**src/rtl/param_word_serializer.sv**
```systemverilog
// Word-to-beat serializer for the Simon output stage.
// One active word plus a one-word pending buffer; per-word MSB/LSB beat order.
module param_word_serializer #(
    parameter int DATA_W = 32,
    parameter int BEAT_W = 4
) (
    input  logic              clk,
    input  logic              reset,
    input  logic              in_valid,
    output logic              in_ready,
    input  logic [DATA_W-1:0] in_data,
    input  logic              in_msb_first,
    output logic              out_valid,
    input  logic              out_ready,
    output logic [BEAT_W-1:0] out_data,
    output logic              out_last,
    output logic              busy,
    output logic              done
);

    localparam int BEATS = DATA_W / BEAT_W;
    localparam int CW    = $clog2(BEATS);

    localparam logic [0:0] IDLE  = 1'b0;
    localparam logic [0:0] SHIFT = 1'b1;

    localparam logic [CW-1:0] LAST_CNT = CW'(BEATS - 1);

    logic [0:0]        state;
    logic [DATA_W-1:0] act_word;
    logic              act_msb;
    logic [CW-1:0]     cnt;
    logic [DATA_W-1:0] pend_word;
    logic              pend_msb;
    logic              pend_full;

    logic          accept;
    logic          xfer;
    logic          at_last;
    logic          last_xfer;
    logic [CW-1:0] idx;

    assign in_ready  = !pend_full;
    assign accept    = in_valid && in_ready;
    assign out_valid = (state == SHIFT);
    assign xfer      = out_valid && out_ready;
    assign at_last   = (cnt == LAST_CNT);
    assign last_xfer = xfer && at_last;

    // MSB-first walks the word from the top beat down.
    assign idx      = act_msb ? (LAST_CNT - cnt) : cnt;
    assign out_data = out_valid ? act_word[idx*BEAT_W +: BEAT_W] : '0;
    assign out_last = out_valid && at_last;
    assign busy     = out_valid || pend_full;

    always_ff @(posedge clk) begin
        if (reset) begin
            state     <= IDLE;
            act_word  <= '0;
            act_msb   <= 1'b0;
            cnt       <= '0;
            pend_word <= '0;
            pend_msb  <= 1'b0;
            pend_full <= 1'b0;
            done      <= 1'b0;
        end else begin
            done <= last_xfer;
            unique case (state)
                IDLE: begin
                    if (accept) begin
                        act_word <= in_data;
                        act_msb  <= in_msb_first;
                        cnt      <= '0;
                        state    <= SHIFT;
                    end
                end
                SHIFT: begin
                    if (last_xfer) begin
                        cnt <= '0;
                        if (pend_full) begin
                            act_word  <= pend_word;
                            act_msb   <= pend_msb;
                            pend_full <= 1'b0;
                        end else if (accept) begin
                            act_word <= in_data;
                            act_msb  <= in_msb_first;
                        end else begin
                            state <= IDLE;
                        end
                    end else begin
                        if (xfer) begin
                            cnt <= cnt + CW'(1);
                        end
                        if (accept) begin
                            pend_word <= in_data;
                            pend_msb  <= in_msb_first;
                            pend_full <= 1'b1;
                        end
                    end
                end
                default: state <= IDLE;
            endcase
        end
    end

endmodule

```
**config.mk**
```make
export PLATFORM = sky130hd
export DESIGN_NAME = param_word_serializer
export DESIGN_NICKNAME = d
export VERILOG_FILES = /design/src/rtl/param_word_serializer.sv
export SDC_FILE = /design/constraint.sdc
export NUM_CORES = 1
export LEC_CHECK = 0
export ABC_CLOCK_PERIOD_IN_PS = 2300
export CAP_MARGIN = 30
export CORE_ASPECT_RATIO = 1.4
export CORE_MARGIN = 3
export CORE_UTILIZATION = 50
export CTS_CLUSTER_SIZE = 12
export DETAILED_ROUTE_END_ITERATION = 10
export PLACE_DENSITY = 0.82
export REMOVE_ABC_BUFFERS = 1
export SLEW_MARGIN = 40
export SYNTH_ARGS = -nofsm -noshare
export SYNTH_HDL_FRONTEND = slang
export SYNTH_SLANG_ARGS = --single-unit
```
**constraint.sdc**
```tcl
create_clock -name clk -period 2.3 [get_ports clk]
set_input_delay 0.575 -clock clk [delete_from_list [all_inputs] [get_ports clk]]
set_output_delay 0.575 -clock clk [all_outputs]
set_load 0.01 [all_outputs]
```
# Yosys cells after proc, flatten, opt, wreduce, memory -nomap -nowiden
# Cells that the tools add are included.
# Widths: inputs -> output; s select.
# totals
out_inout_bits,9
reg_bits,72
# classes
n_bitwise,2
shift,1
add_sub_neg,2
mux,20
n_eq_ne,4
n_reduce_logical,10
# ops
op,n
$mux 32,3
$pmux 32 s2,1
$shiftx 32x6->4,1
$mux 3,4
$mux 1,8
$pmux 3 s2,1
$logic_and 1x1->1,4
$mux 4,1
$pmux 1 s2,2
$reduce_and 2->1,2
$add 3x1->3 const B,1
$eq 3x3->1 const B,1
$ne 3x1->1 const B,1
$reduce_and 3->1,1
$sub 3x3->3 const A,1
$ne 2x1->1 const B,1
$ne 2x2->1 const B,1
$not 1->1,2
$reduce_bool 2->1,1
$logic_not 1->1,1
$logic_or 1x1->1,1

# Longest topological paths before layout
# depth
word_depth,6
ltp_mapped,9

# Least setup slack after synthesis
# No wires, ideal clock.
# synth_path
path_kind,flip-flop to output port
startpoint,reg cnt[2]
endpoint,out out_data[0]
arrival_time_ns,1.604
required_time_ns,1.725
path_stages_with_launch,6
path_slack_ns,0.121
path_cell_list,dfxtp_1 buf_6 and2_1 mux4_2 a2111o_1 and4_1
# synth_between
elab_chain_len,4
# synth_lines
element,line,rtl
"start, declared",32,logic [CW-1:0] cnt;
"start signal, assigned",92,cnt <= cnt + CW'(1);
$sub 3x3->3,51,assign idx = act_msb ? (LAST_CNT - cnt) : cnt;
$mux 3 (*),51,
$shiftx 32x6->4 (*),52,assign out_data = out_valid ? act_word[idx*BEAT_W +: BEAT_W] : '0;
$mux 4 (*),52,
"end, declared",15,"output logic [BEAT_W-1:0] out_data,"
# Every way passes the cells marked *; elsewhere a longest branch is shown, timed or not.

# Worst setup path in the final report
# layout_path
startpoint,reg cnt[2]
endpoint,out out_data[1]
# Same word-level chain as after synthesis.

==> reports/metrics.csv <==
stage;metric;value;unit
status;status;complete, but fails checks;
status;violated checks;negative setup slack;
layout;Antenna diodes;0;
clock_tree;Clock Sink Count;72;
clock_tree;Clk pin slew, worst setup/hold paths;80;ps
detailed_routing;Detailed Route Iter0 Violations;276;
yosys;number of synthesized register bits;72;
clock_tree;H-Tree Depth;3;
sta;Finish-stage setup viols;4;
yosys;cell count after synthesis;408;
setup_path;Worst path max stage delay;440;ps
setup_path;reg-to-reg setup timing slack;110;ps
setup_path;Critical Path RT;1730;ps
floorplanning;Core ar.;0.00634;mm²
layout;post-layout instance area;0.00427;mm²
sta;Slew @ Worst Pin;384;ps
pwr;net switching fraction of the power;0.278;
clock_tree;Inserted Clock Buffers;9;
floorplanning;Die ar.;0.00770;mm²
setup_path;critical path type;reg2out;
global_routing;largest net degree at the start of global routing;73;
floorplanning;FP Rows;34;
setup_path;critical path launch point type;flop;
pwr;Sequential Power Share;0.485;
sta;setup total negative slack;-1270;ps
clock_tree;cell at the root of the clock tree;clkbuf_8;
placement;post-DP HPWL;5680;µm
placement;GP Congestion;0.915;
setup_path;crit-path max FO;7;
run;max cap viols;0;
clock_tree;clk_lat worst skew;350;ps
yosys;EDFF count, synth;0;
setup_path;CP Capture Type;primary output;
pwr;power density cells;675;mW/mm²
layout;Syn-to-layout area delta;28.2;%
yosys;asr flop ratio synth;0;
detailed_routing;drt first pass iters;4;
sta;post-route clock period utilization;1.16;
global_routing;vias in the first global route;3082;
yosys;Post-synth top flop;dfxtp_1;
global_routing;Overall Global Routing Usage;0.229;
detailed_routing;drt drc;0;
layout;share of cells above drive strength 1;0.167;
placement;DP Area;0.00402;mm²
floorplanning;Initial Util;0.526;
setup_path;R2R depth;11;
clock_tree;CTS tree;yes;
sta;final hold vios;0;
global_routing;gr ovfl total;0;
placement;Port Buf Inserts;45;
global_routing;first-pass GRT wire length;13900;µm
floorplanning;Die X;75.0;µm
detailed_routing;WL/cell;15.9;µm
setup_path;CP max stage cell;mux4_2;
pwr;Internal;2.08;mW
global_routing;initial antenna violation count;0;
detailed_routing;final wirelength;8660;µm
yosys;syn avg cell area;8.17;µm²
sta;RSZ-0062 raised after global routing;yes;
setup_path;crit-path leading delay family;multiplexers;
yosys;area share of the leading cell type in the synthesized netlist;0.432;
setup_path;FF-to-FF End;pend_word[13];
setup_path;CP arrival;2090;ps
pwr;P_leak;1.60;nW
detailed_routing;via count;3290;
setup_path;CP Cell Sequence;buf_6 > and2b_1 > mux4_2 > a2111o_1 > and4_1 > buf_2;
yosys;Syn. warnings;0;
pwr;P_sw;0.802;mW
sta;fmax;375;MHz
sta;Final Skew;14.0;ps
setup_path;Buf+Inv Stages, Crit Path;2;
setup_path;CP Capture Point;out_data[1];
detailed_routing;Routed Antenna Nets;0;
yosys;leading area contributor after synthesis;dfxtp_1;
pwr;Max rail drop VDD;0.372;mV
sta;fin. max-slew vios;0;
setup_path;CP startpoint;cnt[2];
floorplanning;Die Ht;103;µm
setup_path;Critical R2R Launch;cnt[0];
yosys;Cell variety after synth;46;
pwr;Comb pwr share;0.184;
setup_path;Crit. path cell count;6;
sta;Slew headroom;0.744;
yosys;Area contributors post-synth;dfxtp_1, nand2_1, a211oi_1;
sta;Final Critical Period;2670;ps
pwr;Clk pwr share;0.331;
yosys;Post-Syn Area;0.00333;mm²
sta;Final WS setup;-369;ps
layout;Layout Nets;508;
clock_tree;CTS max path bufs;2;
floorplanning;Top Ports;46;
yosys;register area share after synthesis;0.432;
detailed_routing;via/cell ratio;6.04;
placement;pre-CTS WS;-487;ps
worst_hold_path;worst hold path class;reg2reg;
## placed cells by master (no fill, tap or decap), types with 3 or more instances in the layout
master	instances
buf_6	5
nand2_1	74
clkdlybuf4s50_1	39
mux2_2	3
o22ai_1	34
and2b_1	3
dfxtp_1	69
nor2_1	38
clkinv_2	3
buf_4	36
a211oi_1	34
o211ai_1	3
o21ai_0	6
a21oi_1	34
buf_2	6
dfxtp_4	3
a21boi_0	3
clkbuf_8	9
inv_1	5
and2_1	5
a221oi_1	12
## worst min-delay path by stage
stage	from	to	slack, ps	cells past startpoint
floorplan	pend_msb	pend_msb	430	2
global placement	pend_word[30]	pend_word[30]	440	2
detailed placement	pend_word[18]	pend_word[18]	450	2
CTS	pend_word[18]	pend_word[18]	460	2
global route	pend_msb	pend_msb	470	2
finish	pend_word[13]	pend_word[13]	460	2
## sequential cells by signal, indices dropped and copies added, names as in the netlist
| signal | cells |
|---|---|
| pend_full | 1 |
| act_msb | 1 |
| done | 1 |
| pend_msb | 1 |
| cnt | 3 |
| pend_word | 32 |
| out_valid | 1 |
| act_word | 32 |
## timing repair
item	CTS	global route
cloned	0	1
setup endpoints to repair	6	16
pin swaps	5	2
buffers inserted	3	2
resized for setup	33	7
hold buffers	0	0
## layer usage
layer  track usage  wire, µm  up-vias
met5             0         0        -
met3        0.0468       362       19
met4         0.104       181        0
li1              -         -     1610
met2         0.379      4450      109
met1         0.282      3670     1552
## worst reg2reg max path: stages (launching register included)
cell and delay [ps]:
dfxtp_4 360, buf_4 130, buf_4 130, ha_1 190, ha_2 170, buf_4 140, a21bo_1 260, buf_4 190
nor2_4 140, buf_4 220, nand2_1 70, a21oi_1 110
## power groups by stage
stage                     combinational, mW  sequential, mW  clock, mW
after global routing                  0.585            1.41       1.02
after detailed placement              0.514            1.43          0
after CTS                             0.518            1.40      0.971
final                                 0.531            1.40      0.954
after floorplan                       0.268            1.42          0
after global placement                0.501            1.43          0
## logic make-up after synthesis
group | share of synthesized area
multiplexers | 0.0296
XOR/XNOR | 0.00263
flip-flops | 0.432
AO/OA/AOI/OAI | 0.287
buffers and inverters | 0.0552
AND/OR/NAND/NOR | 0.186
adder cells (fa/ha/maj) | 0.00750
## metrics by stage
step	total power [mW]	hold slack, ps	utilization	cells
floorplan	1.68	430	-	369
global placement	1.93	442	0.634	524
detailed placement	1.94	447	0.634	524
CTS	2.89	456	0.669	542
global route	3.01	473	0.674	545
finish	2.88	455	0.674	545
## cells in the mapped netlist, drive strengths merged, types with 3 or more instances
master,n
a221oi,12
nand2,74
a21boi,5
o22ai,34
o21ai,6
and2b,3
a21oi,34
mux2,3
buf,12
nor2,39
and2,5
clkbuf,27
inv,5
a211oi,34
dfxtp,72
o211ai,3
## area by class of cell
cell class / count / area, µm²
Timing Repair Buffer: 89 / 802
Clock buffer: 9 / 124
Fill cell: 516 / 2060
Tap cell: 72 / 90.1
Inverter: 5 / 18.8
Clock inverter: 6 / 61.3
Sequential cell: 72 / 1450
Multi-Input combinational cell: 292 / 1730
(Power assumes the default switching activity.)
